### src/rtl/riscv_pkg.sv
// rtl/riscv_pkg.sv - shared types and constants for the decode->execute operand stage
//
// Contents:
//   CTRL_W_DEFAULT  default width of the opaque decoded-control bundle
//   REG_ZERO        architectural zero register index
//   fwd_sel_t       operand source select (regfile, WB, MEM, EX)
//   src_hit()       RAW match of one source operand against one pipeline stage
//
// Optional feature macro used by files importing this package: RISCV_OPFWD_EN

package riscv_pkg;

  localparam int CTRL_W_DEFAULT = 16;

  localparam logic [4:0] REG_ZERO = 5'd0;

  typedef enum logic [1:0] {
    FWD_RF  = 2'd0,
    FWD_WB  = 2'd1,
    FWD_MEM = 2'd2,
    FWD_EX  = 2'd3
  } fwd_sel_t;

  // A source only collides with a producer when it is really read, is not x0,
  // and the producer stage holds a live instruction writing that register.
  function automatic logic src_hit(
    input logic       use_src,
    input logic [4:0] rs,
    input logic       stage_valid,
    input logic [4:0] stage_rd
  );
    return use_src && (rs != REG_ZERO) && stage_valid && (stage_rd == rs);
  endfunction

endpackage

### src/rtl/riscv_fwd_mux.sv
// rtl/riscv_fwd_mux.sv - per-operand hazard detection and forwarding select
//
// Feature macro: RISCV_OPFWD_EN
//   defined   : forward from EX (non-load), MEM, WB; only a load in EX is a hazard
//   undefined : no forwarding; any live EX/MEM/WB producer of the source is a hazard
//
// Ports:
//   use_src, rs                     source operand being resolved
//   rf_data                         regfile asynchronous read data (pre-write value)
//   ex_valid/ex_is_load/ex_rd/ex_result   execute stage state
//   mem_valid/mem_rd/mem_result           memory stage state
//   wb_valid/wb_rd/wb_data                writeback stage state
//   sel                             chosen operand source
//   data                            resolved operand value (x0 always reads 0)
//   hazard                          operand cannot be resolved this cycle

module riscv_fwd_mux
  import riscv_pkg::*;
(
  input  logic        use_src,
  input  logic [4:0]  rs,
  input  logic [31:0] rf_data,
  input  logic        ex_valid,
  input  logic        ex_is_load,
  input  logic [4:0]  ex_rd,
  input  logic [31:0] ex_result,
  input  logic        mem_valid,
  input  logic [4:0]  mem_rd,
  input  logic [31:0] mem_result,
  input  logic        wb_valid,
  input  logic [4:0]  wb_rd,
  input  logic [31:0] wb_data,
  output fwd_sel_t    sel,
  output logic [31:0] data,
  output logic        hazard
);

  logic ex_hit;
  logic mem_hit;
  logic wb_hit;

  assign ex_hit  = src_hit(use_src, rs, ex_valid, ex_rd);
  assign mem_hit = src_hit(use_src, rs, mem_valid, mem_rd);
  assign wb_hit  = src_hit(use_src, rs, wb_valid, wb_rd);

`ifdef RISCV_OPFWD_EN

  // Youngest producer wins. A load in EX has no data yet, so it stalls the
  // operand; the select then falls back to RF, which is never consumed.
  always_comb begin
    sel    = FWD_RF;
    hazard = 1'b0;
    if (ex_hit) begin
      if (ex_is_load) begin
        hazard = 1'b1;
      end else begin
        sel = FWD_EX;
      end
    end else if (mem_hit) begin
      sel = FWD_MEM;
    end else if (wb_hit) begin
      sel = FWD_WB;
    end
  end

  always_comb begin
    data = 32'h0;
    case (sel)
      FWD_EX:  data = ex_result;
      FWD_MEM: data = mem_result;
      FWD_WB:  data = wb_data;
      default: data = (rs == REG_ZERO) ? 32'h0 : rf_data;
    endcase
  end

`else

  // Without forwarding the stage waits until the producer has left WB; the
  // WB match counts too because the regfile read still shows the old value.
  always_comb begin
    sel    = FWD_RF;
    hazard = ex_hit | mem_hit | wb_hit;
  end

  always_comb begin
    data = (rs == REG_ZERO) ? 32'h0 : rf_data;
  end

  logic unused_fwd;
  assign unused_fwd = ^{ex_is_load, ex_result, mem_result, wb_data};

`endif

endmodule

### src/rtl/riscv_operand_stage.sv
// rtl/riscv_operand_stage.sv - operand read/forward stage between decode and execute
//
// Feature macro: RISCV_OPFWD_EN (enables EX/MEM/WB forwarding; default is stall-only)
//
// Ports:
//   clk_in, rst_n_in            clock, asynchronous active-low reset
//   flush_in                    kill held output and any accept this cycle
//   in_valid_in/in_ready_out    decode handshake
//   in_pc_in, in_rs1_in, in_rs2_in, in_use_rs1_in, in_use_rs2_in,
//   in_rd_in, in_imm_in, in_ctrl_in            decoded instruction fields
//   ra_out, rb_out              regfile read addresses (combinational)
//   rd1_in, rd2_in              regfile read data
//   ex_*, mem_*, wb_*           downstream stage state for hazards/forwarding
//   out_valid_out/out_ready_in  execute handshake
//   out_pc_out, out_a_out, out_b_out, out_imm_out, out_rd_out, out_ctrl_out
//                               registered operands and pass-through fields
//   stall_cnt_out               saturating count of hazard-stalled cycles

module riscv_operand_stage
  import riscv_pkg::*;
#(
  parameter int CTRL_W = CTRL_W_DEFAULT,
  parameter int CNT_W  = 32
) (
  input  logic              clk_in,
  input  logic              rst_n_in,
  input  logic              flush_in,
  input  logic              in_valid_in,
  output logic              in_ready_out,
  input  logic [31:0]       in_pc_in,
  input  logic [4:0]        in_rs1_in,
  input  logic [4:0]        in_rs2_in,
  input  logic              in_use_rs1_in,
  input  logic              in_use_rs2_in,
  input  logic [4:0]        in_rd_in,
  input  logic [31:0]       in_imm_in,
  input  logic [CTRL_W-1:0] in_ctrl_in,
  output logic [4:0]        ra_out,
  output logic [4:0]        rb_out,
  input  logic [31:0]       rd1_in,
  input  logic [31:0]       rd2_in,
  input  logic              ex_valid_in,
  input  logic              ex_is_load_in,
  input  logic [4:0]        ex_rd_in,
  input  logic [31:0]       ex_result_in,
  input  logic              mem_valid_in,
  input  logic [4:0]        mem_rd_in,
  input  logic [31:0]       mem_result_in,
  input  logic              wb_valid_in,
  input  logic [4:0]        wb_rd_in,
  input  logic [31:0]       wb_data_in,
  output logic              out_valid_out,
  input  logic              out_ready_in,
  output logic [31:0]       out_pc_out,
  output logic [31:0]       out_a_out,
  output logic [31:0]       out_b_out,
  output logic [31:0]       out_imm_out,
  output logic [4:0]        out_rd_out,
  output logic [CTRL_W-1:0] out_ctrl_out,
  output logic [CNT_W-1:0]  stall_cnt_out
);

  logic [31:0] a_data;
  logic [31:0] b_data;
  logic        a_hazard;
  logic        b_hazard;
  fwd_sel_t    a_sel;
  fwd_sel_t    b_sel;
  logic        hazard;
  logic        accept;

  assign ra_out = in_rs1_in;
  assign rb_out = in_rs2_in;

  riscv_fwd_mux u_fwd_a (
    .use_src    (in_use_rs1_in),
    .rs         (in_rs1_in),
    .rf_data    (rd1_in),
    .ex_valid   (ex_valid_in),
    .ex_is_load (ex_is_load_in),
    .ex_rd      (ex_rd_in),
    .ex_result  (ex_result_in),
    .mem_valid  (mem_valid_in),
    .mem_rd     (mem_rd_in),
    .mem_result (mem_result_in),
    .wb_valid   (wb_valid_in),
    .wb_rd      (wb_rd_in),
    .wb_data    (wb_data_in),
    .sel        (a_sel),
    .data       (a_data),
    .hazard     (a_hazard)
  );

  riscv_fwd_mux u_fwd_b (
    .use_src    (in_use_rs2_in),
    .rs         (in_rs2_in),
    .rf_data    (rd2_in),
    .ex_valid   (ex_valid_in),
    .ex_is_load (ex_is_load_in),
    .ex_rd      (ex_rd_in),
    .ex_result  (ex_result_in),
    .mem_valid  (mem_valid_in),
    .mem_rd     (mem_rd_in),
    .mem_result (mem_result_in),
    .wb_valid   (wb_valid_in),
    .wb_rd      (wb_rd_in),
    .wb_data    (wb_data_in),
    .sel        (b_sel),
    .data       (b_data),
    .hazard     (b_hazard)
  );

  // The select is only observable through the data mux.
  logic unused_sel;
  assign unused_sel = ^{a_sel, b_sel};

  assign hazard       = a_hazard | b_hazard;
  assign in_ready_out = !flush_in && !hazard && (!out_valid_out || out_ready_in);
  assign accept       = in_valid_in && in_ready_out;

  // Payload registers load only on accept, so a held item stays bit-stable
  // and a flushed or drained slot keeps its last payload with valid low.
  always_ff @(posedge clk_in or negedge rst_n_in) begin
    if (!rst_n_in) begin
      out_valid_out <= 1'b0;
      out_pc_out    <= 32'h0;
      out_a_out     <= 32'h0;
      out_b_out     <= 32'h0;
      out_imm_out   <= 32'h0;
      out_rd_out    <= 5'd0;
      out_ctrl_out  <= '0;
    end else if (flush_in) begin
      out_valid_out <= 1'b0;
    end else if (accept) begin
      out_valid_out <= 1'b1;
      out_pc_out    <= in_pc_in;
      out_a_out     <= a_data;
      out_b_out     <= b_data;
      out_imm_out   <= in_imm_in;
      out_rd_out    <= in_rd_in;
      out_ctrl_out  <= in_ctrl_in;
    end else if (out_ready_in) begin
      out_valid_out <= 1'b0;
    end
  end

  // Counts cycles lost to hazards only; back-pressure from execute is not a stall.
  always_ff @(posedge clk_in or negedge rst_n_in) begin
    if (!rst_n_in) begin
      stall_cnt_out <= '0;
    end else if (in_valid_in && hazard && !flush_in && !(&stall_cnt_out)) begin
      stall_cnt_out <= stall_cnt_out + {{(CNT_W-1){1'b0}}, 1'b1};
    end
  end

endmodule

### config.mk
export PLATFORM = sky130hd
export DESIGN_NAME = riscv_operand_stage
export DESIGN_NICKNAME = d
export VERILOG_FILES = /design/src/rtl/riscv_pkg.sv /design/src/rtl/riscv_fwd_mux.sv /design/src/rtl/riscv_operand_stage.sv
export SDC_FILE = /design/constraint.sdc
export NUM_CORES = 1
export LEC_CHECK = 0
export CORE_AREA = 2 2 184 186
export CTS_CLUSTER_DIAMETER = 200
export DETAILED_ROUTE_END_ITERATION = 6
export DIE_AREA = 0 0 186 188
export DONT_BUFFER_PORTS = 1
export PLACE_DENSITY = 0.37
export SLEW_MARGIN = 20
export SYNTH_ARGS = -nofsm -noshare
export SYNTH_HDL_FRONTEND = slang
export SYNTH_HIERARCHICAL = 1
export SYNTH_SLANG_ARGS = --single-unit
### constraint.sdc
create_clock -name clk_in -period 1.6 [get_ports clk_in]
set_input_delay 0.24 -clock clk_in [delete_from_list [all_inputs] [get_ports clk_in]]
set_output_delay 0.24 -clock clk_in [all_outputs]
set_load 0.05 [all_outputs]
Word-level counts from Yosys, hierarchy flattened --
Cells that the tools add are included. Widths: inputs -> output; s select.
Storage, ports and cells: flip-flop bits (word level) 182, input bits 281, logic and storage cells 58
Operators by class: add/sub/neg operators 1, equal/unequal tests 6, multiplexer cells 5, bitwise operators 6, reduce and logical (&&, ||, !) cells 32
Operators by type and width (count):
- $mux 32 | 2
- $add 32x1->32 const B | 1
- $reduce_and 32->1 | 1
- $eq 5x5->1 | 6
- $logic_and 1x1->1 | 20
- $logic_not 5->1 | 2
- $reduce_bool 5->1 | 2
- $or 1x1->1 | 5
- $logic_not 1->1 | 4
- $mux 1 | 3
- $reduce_bool 3->1 | 1
- $reduce_and 2->1 | 1
- $logic_or 1x1->1 | 1
- $not 1->1 | 1

Depth between registers and ports, before layout --
Gate-level depths: netlist of the first run.
depth in word-level cells 13, mapped depth 9

Cells and area by module --
The synthesis of the first run kept the hierarchy.
By module, submodules not included:
- riscv_operand_stage | instances 1, cells an instance 478, area an instance 7259.5 µm², seq. area each 4554.4 µm²
- riscv_fwd_mux | instances 2, cells an instance 63, area an instance 440.4 µm², seq. area each 0.0 µm²

Worst setup path before layout of the first run --
OpenSTA, ideal clock, no wires.
path kind input -> register, start point input in_rs2_in[0], end point register out_a_out[29], setup time 0.128 ns, data arrival time 2.984 ns, data required time 1.472 ns, slack -1.511 ns, stages 8, path buffers 2, cell sequence or4_4 -> o21ai_0 -> a31oi_1 -> nor4b_2 -> nand2_1 -> buf_4 -> buf_6 -> mux2_1
Between the ends: longest elaborated chain between the ends 12, elaborated cells on any way between the ends 19, classes of those cells eq/ne (3); bitwise (3); reduce/logical (13)
RTL lines:
- start: declaration | line riscv_operand_stage.sv:32 | input logic [4:0] in_rs2_in,
- $reduce_bool 5->1 | line riscv_pkg.sv:32 | return use_src && (rs != REG_ZERO) && stage_valid && (stage_rd == rs);
- $logic_and 1x1->1 (3 in series) | line riscv_pkg.sv:32
- $or 1x1->1 | line riscv_fwd_mux.sv:82 | hazard = ex_hit | mem_hit | wb_hit;
- $or 1x1->1 (*) | line riscv_fwd_mux.sv:82
- net b_hazard | line riscv_operand_stage.sv:66 | logic b_hazard;
- $or 1x1->1 (*) | line riscv_operand_stage.sv:117 | assign hazard = a_hazard | b_hazard;
- $logic_not 1->1 (*) | line riscv_operand_stage.sv:118 | assign in_ready_out = !flush_in && !hazard && (!out_valid_out || out_ready_in);
- $logic_and 1x1->1 (*) (2 in series) | line riscv_operand_stage.sv:118
- net in_ready_out | line riscv_operand_stage.sv:29 | output logic in_ready_out,
- $logic_and 1x1->1 (*) | line riscv_operand_stage.sv:119 | assign accept = in_valid_in && in_ready_out;
- $reduce_and 2->1 (no line) (*)
- end signal: assignment | line riscv_operand_stage.sv:137 | out_a_out <= a_data;
- end: declaration | line riscv_operand_stage.sv:55 | output logic [31:0] out_a_out,
Mark *: on every way through the listed nets, which the timed path passes. The rest lies on a longest branch. A chain may end at the register's enable or synchronous reset.

Worst setup path in the final report of the first run --
start point input in_rs2_in[0], end point register out_imm_out[10]
Between the ends: longest elaborated chain between the ends 12, elaborated cells on any way between the ends 19, classes of those cells eq/ne (3); bitwise (3); reduce/logical (13)
RTL lines:
- $reduce_bool 5->1 | line riscv_pkg.sv:32
- $logic_and 1x1->1 (3 in series) | line riscv_pkg.sv:32
- $or 1x1->1 | line riscv_fwd_mux.sv:82
- $or 1x1->1 (*) | line riscv_fwd_mux.sv:82
- net b_hazard | line riscv_operand_stage.sv:66
- $or 1x1->1 (*) | line riscv_operand_stage.sv:117
- $logic_not 1->1 (*) | line riscv_operand_stage.sv:118
- $logic_and 1x1->1 (*) (2 in series) | line riscv_operand_stage.sv:118
- $logic_and 1x1->1 (*) | line riscv_operand_stage.sv:119
- $reduce_and 2->1 (no line) (*)
- end signal: assignment | line riscv_operand_stage.sv:139 | out_imm_out <= in_imm_in;
- end: declaration | line riscv_operand_stage.sv:57 | output logic [31:0] out_imm_out,
Marks and branches as above.

==> metrics.txt, run 1 <==
switching pwr=~0.006 W; final design utilization=0.3474; setup slack at placement=-0.7563 ns; RSZ-0062 raised after global routing=true; peak supply drop=a little over 0.7 mV; Crit. Startpoint=in_rs2_in[0]; Sum Neg Setup Slack=-33.07 ns; HPWL Detailed=approximately 16000 um; Placed Area=about 0.0092 mm^2; TritonRoute pass-1 iters=4; MaxCap Viol Count=0; Die X=186 um; max-slew violation count=0; DRC=0; fin crit share=1.168; CTS tree=yes; actual slew at the worst max-slew pin=approximately 0.55 ns; Worst-path clk slew=~0.070 ns; final hold violation count=182; worst hold path class=input port to async pin; Clk network pwr share=0.284; Flop pwr share=0.590; Rows=67; share of cells above drive strength 1=0.4472; Root Buffer=clkbuf_16; layout net count=approximately 1100; first-pass GRT wire length=34380 um; skew final=approximately 0.0078 ns; Max FO, Critical Path=27; Relative slew margins=0.6333; final setup margin=-0.2692 ns; combinational group share of total power=0.126; Max clock buf depth=2; sw frac=0.4024; crit path to=out_imm_out[10]; syn nets=just under 900; required time at the worst-slack endpoint=around 1.9 ns; Skew-Pair Late Insertion Delay=0.44 ns; Pint=slightly below 0.009 W; worst r2r src=stall_cnt_out[0]; Min Hold Slack=-0.5021 ns; crit path time final=1.869 ns; Fill cells=about 3200; Multi-input gate area=between 0.003 and 0.004 mm^2; DR vias/cell=about 4.3; critical path class=input port to register; TritonCTS Buffers=17; crit start category=input port; design area=between 0.01 and 0.015 mm^2; reg2reg end=stall_cnt_out[28]; remaining antenna violation count=0; Max Fclk=0.5350 GHz; Final Wtd Congestion=between 0.7 and 0.8; PD cells=1296 mW/mm^2; gr ovfl total=0; FF/Latch Area=roughly 0.0046 mm^2; GRT Total Usage=0.1304; Die Y=between 150 and 200 um; number of global-route vias before repair=approximately 5900; core box area=around 0.033 mm^2; # hold bufs at CTS=between 80 and 90; R2R setup slack=-0.16 ns; IO Count=approximately 470; Starting Density=0.2447; initial antenna violation count=5; area delta synth->final=41.99%; most frequent cells in the layout=dfrtp_1 (161), mux2_2 (136), dlygate4sd3_1 (86); H-tree Lvls=4; Avg Synthesized Cell Area=between 10 and 15 um^2; DR vias=between 5000 and 6000; largest net degree at the start of global routing=~180; Worst setup EP type=register; most common cell after layout, fill and taps aside=dfrtp_1; DRT Wirelength=23950 um; DR WL/cell=approximately 19 um; Leak=4.844 nW; Die Area=0.03497 mm^2; clock sink total=182; failing checks=negative hold slack, negative setup slack; WP data arrival=between 2 and 2.5 ns; Final Setup Violations=~180; status=finished, violations left; cells after synthesis=approximately 600; FF-to-FF path depth=8; mapped cell area=between 0.008 and 0.009 mm^2; Ys Warns=6; 1st-iter DRT viols=94; PortBufs=0
[power by group through the flow]
stage | registers, W | clock network [W] | logic (W)
finish | 0.00880 | 0.00424 | 0.00188
global placement | 0.00891 | 0 | 0.00139
detailed placement | 0.00890 | 0 | 0.00147
CTS | 0.00881 | 0.00445 | 0.00182
global route | 0.00890 | 0.00469 | 0.00203
floorplan | 0.00878 | 0 | 0.00111
[registers in the layout (all words and copies together) (netlist names)]
| signal | flops |
|---|---|
| out_a_out | 32 |
| out_b_out | 32 |
| out_ctrl_out | 16 |
| out_imm_out | 32 |
| out_pc_out | 32 |
| out_rd_out | 5 |
| out_valid_out | 1 |
| stall_cnt_out | 32 |
[final cells by class]
type,count,share of cell area
Sequential cell,182,0.3982
Multi-Input combinational cell,379,0.3165
Timing Repair Buffer,198,0.1826
Tap cell,448,0.04872
Clock buffer,19,0.03850
Clock inverter,13,0.01283
Inverter,5,0.001631
Antenna cell,5,0.001088
[worst min path at each step]
stage,depth (start not counted),slack [ns],start,to
finish,0,-0.50,rst_n_in,out_a_out[2]
global route,0,-0.54,rst_n_in,out_a_out[2]
CTS,0,-0.55,rst_n_in,out_a_out[20]
detailed placement,0,-0.05,rst_n_in,out_a_out[10]
global placement,0,-0.05,rst_n_in,out_a_out[0]
floorplan,0,-0.06,rst_n_in,out_a_out[0]
[routing by layer]
layer  share of wire  global-route usage
met5               0                   0
met4           0.012             0.04119
met3            0.10             0.06351
met2            0.50              0.2251
met1            0.38              0.1388
[metrics by stage]
stage	power [W]	cells
CTS	0.01508	1231
global route	0.01562	1249
floorplan	0.009892	598
finish	0.01491	1249
global placement	0.01031	1094
detailed placement	0.01037	1094
[what timing repair did]
item / 4_1_cts / 5_1_grt
pin swaps: 24 / 15
endpoints found under the setup margin: 180 / 182
hold endpoints to repair: 268 / 182
buffers inserted: 11 / 11
resized for setup: 56 / 39
cloned: 8 / 6
[worst max-delay path, stage by stage]
cell and delay, ns:
or4_4 0.54, o21ai_4 0.16, a31oi_4 0.06, nor4b_4 0.27, buf_6 0.18, buf_12 0.11
nand2_8 0.09, buf_12 0.19, mux2_1 0.32
No activity file was read; power rests on OpenSTA's default activity.
==> run 2: changes to the inputs <==
--- a/config.mk
+++ b/config.mk
@@ -5,12 +5,13 @@
 export SDC_FILE = /design/constraint.sdc
 export NUM_CORES = 1
 export LEC_CHECK = 0
-export CORE_AREA = 2 2 184 186
+export ABC_AREA = 1
+export CORE_AREA = 2 2 186 188
 export CTS_CLUSTER_DIAMETER = 200
 export DETAILED_ROUTE_END_ITERATION = 6
-export DIE_AREA = 0 0 186 188
+export DIE_AREA = 0 0 188 190
 export DONT_BUFFER_PORTS = 1
-export PLACE_DENSITY = 0.37
+export PLACE_DENSITY = 0.4
 export SLEW_MARGIN = 20
 export SYNTH_ARGS = -nofsm -noshare
 export SYNTH_HDL_FRONTEND = slang
==> run 2 against run 1 <==
The flow still finishes with violations (negative hold slack, negative setup slack); total power decreased by 1.4%; sequential power decreased by 5.2%; non-clock buffer count decreased by 12; die area increased by 2.2%; first-iteration DRC count increased to 5.1 times the previous value; area after synthesis increased by 14%; wire length increased by 37%; combinational power about the same; largest cell class unchanged.
==> metrics.txt, run 2 <==
FF-to-FF path depth=10 (was 8); Relative slew margins=0.5896 (was 0.6333); RSZ-0062 raised after global routing=true (unchanged); 1st-iter DRT viols=477 (was 94); most frequent cells in the layout=nand2_1 (587), nand3_1 (169), dfrtp_1 (153) (was dfrtp_1 (161), mux2_2 (136), dlygate4sd3_1 (86)); most common cell after layout, fill and taps aside=nand2_1 (was dfrtp_1); GRT Total Usage=0.1699 (was 0.1304); mapped cell area=0.009274 mm^2 (was 0.008103 mm^2); crit start category=input port (unchanged); DRC=0 (unchanged); failing checks=negative hold slack, negative setup slack (unchanged); Worst-path clk slew=0.07 ns (about the same); largest net degree at the start of global routing=183 (unchanged); Clk network pwr share=0.304 (was 0.284); fin crit share=1.033 (was 1.168); Leak=6.463 nW (was 4.844 nW); Worst setup EP type=primary output (was register); setup slack at placement=-0.3398 ns (was -0.7563 ns); Die Area=0.03572 mm^2 (was 0.03497 mm^2); MaxCap Viol Count=0 (unchanged); Max Fclk=0.6051 GHz (was 0.5350 GHz); number of global-route vias before repair=8053 (was 5866); reg2reg end=stall_cnt_out[7] (was stall_cnt_out[28]); final setup margin=-0.05264 ns (was -0.2692 ns); core box area=0.03395 mm^2 (was 0.03311 mm^2); share of cells above drive strength 1=0.1483 (was 0.4472); max-slew violation count=0 (unchanged); Design Power=0.01470 W (was 0.01491 W); Sum Neg Setup Slack=-0.05264 ns (was -33.07 ns); critical path class=input port to primary output (was input port to register); syn nets=1556 (was 880); Max clock buf depth=2 (unchanged); crit path time final=1.653 ns (was 1.869 ns); DR WL/cell=17.41 um (was 19.18 um); Ys Warns=6 (unchanged); n_diodes=0 (was 5); Final Wtd Congestion=0.7777 (was 0.7946); Final Setup Violations=1 (was 179); IO Count=474 (unchanged); actual slew at the worst max-slew pin=0.6156 ns (was 0.5501 ns); gr ovfl total=0 (unchanged); final hold violation count=182 (unchanged); Die X=188 um (was 186 um); CTS tree=yes (unchanged); Rows=68 (was 67); status=finished, violations left (unchanged); sw frac=0.4096 (was 0.4024); remaining antenna violation count=0 (unchanged); required time at the worst-slack endpoint=1.36 ns (was 1.92 ns); WP data arrival=1.41 ns (was 2.19 ns); HPWL Detailed=21060 um (was 16070 um); PortBufs=0 (unchanged); DR vias/cell=4.404 (was 4.348); Skew-Pair Late Insertion Delay=0.45 ns (was 0.44 ns); TritonCTS Buffers=17 (unchanged); DR vias=8270 (was 5431); skew final=0.01396 ns (was 0.007784 ns); Pint=0.008678 W (was 0.008911 W); initial antenna violation count=0 (was 5); combinational group share of total power=0.129 (was 0.126); switching pwr=0.006021 W (was 0.006001 W); DRT Wirelength=32700 um (was 23950 um); layout net count=1693 (was 1065); first-pass GRT wire length=46750 um (was 34380 um); peak supply drop=0.7256 mV (was 0.7155 mV); H-tree Lvls=4 (unchanged); Flop pwr share=0.568 (was 0.590); Root Buffer=clkbuf_16 (unchanged); Starting Density=0.2732 (was 0.2447); TritonRoute pass-1 iters=4 (unchanged); R2R setup slack=0.06 ns (was -0.16 ns); worst r2r src=stall_cnt_out[0] (unchanged); worst hold path class=input port to async pin (unchanged); clock sink total=182 (unchanged); PD cells=1193 mW/mm^2 (was 1296 mW/mm^2); Min Hold Slack=-0.5023 ns (was -0.5021 ns); Avg Synthesized Cell Area=7.279 um^2 (was 13.55 um^2); Die Y=190 um (was 188 um); Max FO, Critical Path=6 (was 27); cells after synthesis=1274 (was 598); Crit. Startpoint=in_rs1_in[3] (was in_rs2_in[0]); area delta synth->final=32.87% (was 41.99%)
-- run 2: how the worst max path moves through the flow --
| stage | end | slack (ns) | depth (start not counted) |
|---|---|---|---|
| after floorplan | out_a_out[0] | -0.1 | 14 |
| after global placement | stall_cnt_out[24] | -0.35 | 14 |
| after detailed placement | stall_cnt_out[24] | -0.34 | 14 |
| after CTS | in_ready_out | -0.07 | 5 |
| after global routing | in_ready_out | -0.14 | 13 |
| final | in_ready_out | -0.05 | 12 |
-- run 2: what timing repair did --
item / 4_1_cts / 5_1_grt
cloned: 2 / 13
buffers inserted: 4 / 11
pin swaps: 3 / 15
endpoints found under the setup margin: 1 / 108
hold buffers: 85 / 6
gates resized for setup: 3 / 36
endpoints found under the hold margin: 330 / 230
-- run 2: critical path, stage by stage --
cell	delay (ns)
clkinvlp_4	0.10
nand2_2	0.08
nand2_1	0.04
nand2_1	0.07
nor2_1	0.04
nand3_1	0.08
nand3_2	0.11
nor2_4	0.13
nand2_2	0.08
nor2_4	0.15
buf_12	0.12
buf_16	0.14
-- run 2: stage by stage --
step / cell area (um^2) / util / cells
2_1_floorplan: 9478 / - / 1274
3_3_place_gp: 10180 / 0.3000 / 1727
3_5_place_dp: 10180 / 0.3000 / 1727
4_1_cts: 11750 / 0.3462 / 1849
5_1_grt: 12320 / 0.3630 / 1878
6_report: 12320 / 0.3630 / 1878
-- run 2: per-layer routing --
metal / track usage / vias up / routed length [um]
met4: 0.06178 / 0 / 795
met2: 0.2911 / 258 / 16120
met3: 0.06106 / 39 / 2189
met5: 0 / - / 0
met1: 0.1950 / 3799 / 13600
li1: - / 4174 / -
-- run 2: cell type report --
cell class                      instances  area [um^2]
Multi-Input combinational cell        895         4011
Clock buffer                           20        456.7
Sequential cell                       182         4591
Clock inverter                         11        150.1
Timing Repair Buffer                  186         2047
Fill cell                            3536        21630
Inverter                              129        496.7
Tap cell                              455        569.3
-- run 2: power by group through the flow --
stage	combinational, W	sequential, W	clock, W
after CTS	0.00171	0.00835	0.00466
final	0.00189	0.00834	0.00446
after global routing	0.00214	0.00840	0.00484
after detailed placement	0.00146	0.00844	0
after floorplan	0.00115	0.00829	0
after global placement	0.00142	0.00846	0
